File: config.mk
export PLATFORM = sky130hd
export DESIGN_NAME = div_array_share_ctrl
export DESIGN_NICKNAME = d
export VERILOG_FILES = /design/src/rtl/div_ctrl_pkg.sv /design/src/rtl/div_array_share_ctrl_rr_arbiter.sv /design/src/rtl/div_array_share_ctrl.sv
export SDC_FILE = /design/constraint.sdc
export NUM_CORES = 1
export LEC_CHECK = 0
export CORE_ASPECT_RATIO = 1.25
export CORE_UTILIZATION = 38
export DETAILED_ROUTE_END_ITERATION = 16
export PLACE_DENSITY = 0.79
export SYNTH_ARGS = -nofsm -noshare
export SYNTH_HDL_FRONTEND = slang
export SYNTH_SLANG_ARGS = --single-unit
File: constraint.sdc
create_clock -name clk -period 4.8 [get_ports clk]
set_input_delay 0.96 -clock clk [delete_from_list [all_inputs] [get_ports clk]]
set_output_delay 0.96 -clock clk [all_outputs]
set_load 0.005 [all_outputs]
File: src/rtl/div_ctrl_pkg.sv
// Shared widths, FSM state encoding and saturation constants for the
// shared array-divider controller.
package div_ctrl_pkg;

    localparam int N_W = 16;
    localparam int D_W = 8;
    localparam int Q_W = 8;

    typedef enum logic [1:0] {
        IDLE   = 2'd0,
        SETTLE = 2'd1,
        RESP   = 2'd2
    } state_t;

    localparam logic [Q_W-1:0] Q_SAT = 8'hFF;
    localparam logic [Q_W-1:0] R_SAT = 8'hFF;

endpackage

File: src/rtl/div_array_share_ctrl_rr_arbiter.sv
// Combinational round-robin arbiter: picks the first request at or after
// ptr, wrapping at N. The pointer register is owned by the parent.
module rr_arbiter #(
    parameter int  N  = 4,
    localparam int IW = (N > 1) ? $clog2(N) : 1
) (
    input  logic [N-1:0]  req,
    input  logic [IW-1:0] ptr,
    output logic [N-1:0]  grant,
    output logic [IW-1:0] grant_idx,
    output logic          any_req
);

    // Scan the upper segment [ptr..N-1] first, then wrap to [0..ptr-1].
    always_comb begin
        grant     = '0;
        grant_idx = '0;
        any_req   = 1'b0;
        for (int j = 0; j < N; j++) begin
            if (!any_req && req[j] && (j >= int'(ptr))) begin
                any_req   = 1'b1;
                grant[j]  = 1'b1;
                grant_idx = IW'(j);
            end
        end
        for (int j = 0; j < N; j++) begin
            if (!any_req && req[j] && (j < int'(ptr))) begin
                any_req   = 1'b1;
                grant[j]  = 1'b1;
                grant_idx = IW'(j);
            end
        end
    end

endmodule

File: src/rtl/div_array_share_ctrl.sv
// Shares one external combinational 16/8 array divider among NUM_REQ
// requesters: round-robin accept, zero/overflow screening, a settle window
// for the ripple-borrow array, and a held response until rsp_ready.
module div_array_share_ctrl
    import div_ctrl_pkg::*;
#(
    parameter int  NUM_REQ    = 4,
    parameter int  SETTLE_CYC = 3,
    localparam int IDW        = (NUM_REQ > 1) ? $clog2(NUM_REQ) : 1
) (
    input  logic                   clk,
    input  logic                   rst,
    input  logic [NUM_REQ-1:0]     req_valid,
    output logic [NUM_REQ-1:0]     req_ready,
    input  logic [N_W*NUM_REQ-1:0] req_n,
    input  logic [D_W*NUM_REQ-1:0] req_d,
    output logic                   rsp_valid,
    input  logic                   rsp_ready,
    output logic [IDW-1:0]         rsp_id,
    output logic [Q_W-1:0]         rsp_q,
    output logic [Q_W-1:0]         rsp_r,
    output logic                   rsp_dbz,
    output logic                   rsp_ovf,
    output logic [N_W-1:0]         div_n,
    output logic [D_W-1:0]         div_d,
    input  logic [Q_W-1:0]         div_q,
    input  logic [Q_W-1:0]         div_r,
    output logic                   busy
);

    localparam int CW = $clog2(SETTLE_CYC + 1);

    state_t           state;
    logic [CW-1:0]    cnt;
    logic [IDW-1:0]   ptr;
    logic [IDW-1:0]   ptr_next;
    logic [IDW-1:0]   grant_idx;
    logic [NUM_REQ-1:0] grant;
    logic             any_req;
    logic             accept;
    logic [N_W-1:0]   sel_n;
    logic [D_W-1:0]   sel_d;

    rr_arbiter #(.N(NUM_REQ)) u_arb (
        .req       (req_valid),
        .ptr       (ptr),
        .grant     (grant),
        .grant_idx (grant_idx),
        .any_req   (any_req)
    );

    // A grant is only offered while idle, so at most one request is in flight.
    assign accept    = (state == IDLE) && any_req && !rst;
    assign req_ready = accept ? grant : '0;
    assign sel_n     = req_n[N_W*grant_idx +: N_W];
    assign sel_d     = req_d[D_W*grant_idx +: D_W];
    assign ptr_next  = (grant_idx == IDW'(NUM_REQ - 1)) ? '0 : grant_idx + IDW'(1);
    assign busy      = (state != IDLE);
    assign rsp_valid = (state == RESP);

    // FSM, operand registers, settle counter and response registers.
    always_ff @(posedge clk) begin
        if (rst) begin
            state   <= IDLE;
            cnt     <= '0;
            ptr     <= '0;
            div_n   <= '0;
            div_d   <= '0;
            rsp_id  <= '0;
            rsp_q   <= '0;
            rsp_r   <= '0;
            rsp_dbz <= 1'b0;
            rsp_ovf <= 1'b0;
        end else begin
            case (state)
                IDLE: begin
                    if (accept) begin
                        ptr    <= ptr_next;
                        div_n  <= sel_n;
                        div_d  <= sel_d;
                        rsp_id <= grant_idx;
                        if (sel_d == '0) begin
                            state   <= RESP;
                            rsp_dbz <= 1'b1;
                            rsp_ovf <= 1'b0;
                            rsp_q   <= Q_SAT;
                            rsp_r   <= sel_n[Q_W-1:0];
                        end else if (sel_n[N_W-1:D_W] >= sel_d) begin
                            state   <= RESP;
                            rsp_dbz <= 1'b0;
                            rsp_ovf <= 1'b1;
                            rsp_q   <= Q_SAT;
                            rsp_r   <= R_SAT;
                        end else begin
                            state <= SETTLE;
                            cnt   <= CW'(SETTLE_CYC);
                        end
                    end
                end
                SETTLE: begin
                    cnt <= cnt - CW'(1);
                    if (cnt == CW'(1)) begin
                        state   <= RESP;
                        rsp_q   <= div_q;
                        rsp_r   <= div_r;
                        rsp_dbz <= 1'b0;
                        rsp_ovf <= 1'b0;
                    end
                end
                RESP: begin
                    if (rsp_ready) begin
                        state <= IDLE;
                    end
                end
                default: state <= IDLE;
            endcase
        end
    end

endmodule

==> run_summary.xml <==
<?xml version="1.0" encoding="UTF-8"?>
<metrics>
  <group name="outcome">
    <metric name="outcome" unit="">completed</metric>
  </group>
  <group name="pwr">
    <metric name="netSwitchingFraction" unit="%">39.6</metric>
    <metric name="irDropWorstVdd" unit="mV">0.215</metric>
    <metric name="net-switching-power" unit="mW">1.03</metric>
    <metric name="combPwrFrac" unit="%">62.1</metric>
    <metric name="internal-power" unit="mW">1.57</metric>
    <metric name="power_density" unit="nW/um^2">477</metric>
    <metric name="power.clock.fraction" unit="%">10.6</metric>
    <metric name="fin_total_pwr" unit="mW">2.60</metric>
    <metric name="cellLeakagePower" unit="nW">2.24</metric>
    <metric name="share_seq_of_total_power" unit="%">27.3</metric>
  </group>
  <group name="synthesis">
    <metric name="synthesis.yosys.warnings" unit="">0</metric>
    <metric name="postSynthNetCount" unit="">597</metric>
    <metric name="postSynth.asyncResetShare" unit="%">0</metric>
    <metric name="yosys_register_bits" unit="">50</metric>
    <metric name="syn-mean-instance-area" unit="sq um">7.48</metric>
    <metric name="synth_enable_flop_cells" unit="">0</metric>
    <metric name="gate_count_post_synth" unit="">469</metric>
    <metric name="sequential_to_total_area_share_from_yosys_stat" unit="%">28.5</metric>
    <metric name="netlist_area" unit="sq um">3510</metric>
    <metric name="synth_cell_types" unit="">47</metric>
    <metric name="synthFlopType" unit="">dfxtp_1</metric>
  </group>
  <group name="critical_path">
    <metric name="crit_slowest_cell" unit="">clkdlybuf4s50_1</metric>
    <metric name="crit_chain" unit="">clkdlybuf4s50_1 &gt; buf_4 &gt; mux2i_1 &gt; nor2_1 &gt; or3_4 &gt; buf_4 &gt; buf_4 &gt; nand2_1 &gt; a31oi_1 &gt; ha_1 &gt; a21o_1 &gt; a21o_1 &gt; a211oi_1 &gt; o21ai_0 &gt; a221o_2 &gt; o21ai_4 &gt; buf_6 &gt; mux2i_1</metric>
    <metric name="r2r_slack" unit="ns">0.94</metric>
    <metric name="critical-path-top-cell-by-count" unit="">buf_4</metric>
    <metric name="rr_startpoint" unit="">ptr[1]$_SDFFE_PP0P_</metric>
    <metric name="cells_on_worst_reg2reg_path" unit="">15</metric>
    <metric name="r2r_end" unit="">rsp_q[6]$_SDFFE_PP0P_</metric>
    <metric name="timing.critical_path.buf_inv" unit="">5</metric>
    <metric name="worstSetupEndpointType" unit="">register</metric>
    <metric name="critPathRequiredTime" unit="ns">5.04</metric>
    <metric name="crit_path_max_fanout" unit="">13</metric>
    <metric name="arrival_time_worst_endpoint" unit="ns">4.74</metric>
    <metric name="startpoint_type" unit="">input port</metric>
    <metric name="critical_path.top_delay_family" unit="">compound AO/OA/AOI/OAI gates</metric>
    <metric name="critPathMaxStageDelay" unit="ns">0.46</metric>
    <metric name="timing.setup.critical_path_class" unit="">in2reg</metric>
  </group>
  <group name="min_path">
    <metric name="hold_path_cell_cnt" unit="">2</metric>
    <metric name="whs_endpoint" unit="">rsp_id[0]$_SDFFE_PP0P_</metric>
    <metric name="holdCritPathClass" unit="">reg2reg</metric>
    <metric name="min_from" unit="">rsp_id[0]$_SDFFE_PP0P_</metric>
  </group>
  <group name="grt">
    <metric name="grt_pass1_wl" unit="mm">17.4</metric>
    <metric name="grt_max_degree" unit="">67</metric>
    <metric name="grt_pass1_vias" unit="">3784</metric>
    <metric name="overflow" unit="">0</metric>
    <metric name="grt_usage" unit="%">22.9</metric>
    <metric name="initial_antenna_violation_count" unit="">0</metric>
  </group>
  <group name="clock_tree">
    <metric name="clock_tree.root_cell" unit="">clkbuf_8</metric>
    <metric name="clockBufferDepth" unit="">2</metric>
    <metric name="clock-sinks" unit="">50</metric>
    <metric name="insertion_delay" unit="ns">0.31</metric>
    <metric name="tritoncts" unit="">yes</metric>
    <metric name="cts.clk_slew.worst_paths" unit="ns">0.10</metric>
    <metric name="numCtsBuffers" unit="">5</metric>
    <metric name="post_cts_hold_buffer_count" unit="">0</metric>
    <metric name="h-tree-depth" unit="">2</metric>
  </group>
  <group name="placement">
    <metric name="port-buffer-count" unit="">168</metric>
    <metric name="place_worst_setup_slack" unit="ns">-0.120</metric>
    <metric name="dpl.hpwl" unit="mm">9.01</metric>
    <metric name="globalplace.congestion" unit="">0.888</metric>
  </group>
  <group name="timing">
    <metric name="transition_time_of_the_tightest_slew_check_pin" unit="ns">0.941</metric>
    <metric name="maxClockFrequency" unit="GHz">0.222</metric>
    <metric name="grt_setup_unrepaired" unit="">false</metric>
    <metric name="final_clock_period_utilization_by_the_worst_path" unit="%">93.7</metric>
    <metric name="setup_viol" unit="">0</metric>
    <metric name="final.setup.worst_slack" unit="ns">0.301</metric>
    <metric name="worst_clock_skew" unit="ns">0.00831</metric>
    <metric name="slew_headroom" unit="%">37.3</metric>
    <metric name="final_period_minus_worst_setup_slack" unit="ns">4.50</metric>
    <metric name="timing_max_transition_violations_final" unit="">0</metric>
    <metric name="hold_viol_final" unit="">0</metric>
  </group>
  <group name="finish">
    <metric name="antenna_cells_inserted" unit="">0</metric>
    <metric name="multi_input_comb_area" unit="sq um">2220</metric>
    <metric name="nets" unit="">766</metric>
    <metric name="regArea" unit="sq um">1000</metric>
    <metric name="synthToLayoutAreaGrowth" unit="%">55.2</metric>
    <metric name="finish.utilization" unit="%">61.6</metric>
    <metric name="fillers" unit="">808</metric>
    <metric name="final_layout_size_suffix_gt1_share" unit="%">10.6</metric>
  </group>
  <group name="die">
    <metric name="design.portCount" unit="">169</metric>
    <metric name="dieWidth" unit="um">88.0</metric>
    <metric name="die_area" unit="sq um">9630</metric>
    <metric name="initial_utilization" unit="%">39.7</metric>
    <metric name="design.core.area" unit="sq um">8840</metric>
    <metric name="placementRows" unit="">38</metric>
    <metric name="die_height" unit="um">109</metric>
  </group>
  <group name="routing">
    <metric name="remaining_drc_errors" unit="">0</metric>
    <metric name="detail_route.wirelength" unit="mm">11.1</metric>
    <metric name="vias" unit="">3906</metric>
    <metric name="ant_nets" unit="">0</metric>
    <metric name="routedWlPerCell" unit="um">14.6</metric>
    <metric name="avgViaCountPerCell" unit="">5.15</metric>
    <metric name="number_of_drc_markers_after_the_initial_detailed_route_iteration" unit="">129</metric>
    <metric name="drt-pass1-iter-count" unit="">4</metric>
  </group>
  <group name="job">
    <metric name="maxCapViolations" unit="">0</metric>
  </group>
</metrics>
-- kinds of logic (layout without fill, tap and decap cells) --
logic type | after synthesis | in the layout | share of synthesized area [%]
compound gates | 111 | 111 | 22.2
fa+ha+maj | 9 | 9 | 3.21
buf+inv | 48 | 218 | 8.95
flops | 50 | 50 | 28.5
mux | 19 | 19 | 5.45
simple gates | 232 | 232 | 31.6
-- per-stage QoR --
step / cell area, sq um / TNS (ns) / hold WS, ns / cells
finish: 5450 / 0 / 0.468 / 759
global route: 5450 / 0 / 0.486 / 759
CTS: 5420 / 0 / 0.468 / 759
detailed placement: 5320 / -1.56 / 0.454 / 751
global placement: 5320 / -0.167 / 0.443 / 751
floorplan: 3510 / 0 / 0.453 / 469
-- what timing repair did --
| action | CTS | global route |
|---|---|---|
| gates resized for setup | 0 | 5 |
| setup endpoints to repair | 0 | 17 |
| buffers inserted | 0 | 0 |
-- cell usage in the layout (no fill, tap or decap), types with 9 or more instances in the layout --
cell and count:
clkdlybuf4s50_1 167, nand2_1 117, dfxtp_1 50, buf_4 33, nor2_1 29, a21oi_1 27, nand2b_1 19, mux2i_1 18
nor3b_1 16, a211oi_1 16, o21ai_0 15, nand3_1 12, o21a_1 11, o21bai_1 9, ha_1 9
-- layer usage --
metal / vias to the layer above / GRT usage (%) / part of all wire [%]
met2: 122 / 41.4 / 52
met3: 27 / 3.00 / 4.6
met4: 0 / 9.84 / 3.3
met5: - / 0 / 0
met1: 1798 / 26.8 / 40
li1: 1959 / - / -
-- flip-flops by register name, indices dropped and copies added, names as in the netlist, 2 cells and up --
signal and flops:
div_n 16, div_d 8, rsp_id 2, rsp_r 8, cnt 2, rsp_q 8
ptr 2, state 2
-- area by class of cell --
cell class | instances | share of cell area [%]
clock buffers | 7 | 1.77
flip-flops and latches | 50 | 18.4
clock inverters | 1 | 0.161
well taps | 120 | 2.76
multi-input cells | 371 | 40.7
inverters | 7 | 0.482
repair buffers | 203 | 35.7
-- worst min-delay path: stages (launching register included) --
cell and delay [ns]:
dfxtp_1 0.33, nand2_1 0.05, a21oi_1 0.05
-- worst max-delay path by stage --
stage	to	cells past startpoint	startpoint	slack, ns
detailed placement	rsp_r[6]$_SDFFE_PP0P_	17	req_valid[2]	-0.12
finish	rsp_q[6]$_SDFFE_PP0P_	18	req_valid[2]	0.30
global route	rsp_r[1]$_SDFFE_PP0P_	17	req_valid[2]	0.04
floorplan	rsp_dbz$_SDFFE_PP0P_	20	req_valid[2]	0.12
global placement	rsp_r[6]$_SDFFE_PP0P_	17	req_valid[2]	-0.02
CTS	rsp_r[1]$_SDFFE_PP0P_	17	req_valid[2]	0.16
-- cell usage after synthesis (11+ instances only) --
cell	n	area share, %
nand2_1	117	13
dfxtp_1	50	29
nor2_1	29	3.1
a21oi_1	27	3.9
clkbuf_1	21	2.2
nand2b_1	19	3.4
mux2i_1	18	5.1
a211oi_1	17	3.6
nor3b_1	16	3.4
buf_6	15	4.8
o21ai_0	15	2.1
nand3_1	12	1.7
o21a_1	11	2.4
-- power groups by stage --
stage                     clock network, mW  registers [mW]  logic, mW
after floorplan                           0           0.691      0.940
after global placement                    0           0.713       1.55
after detailed placement                  0           0.720       1.59
after CTS                             0.281           0.710       1.60
after global routing                  0.297           0.729       1.78
final                                 0.276           0.709       1.61
(Power assumes the default switching activity.)
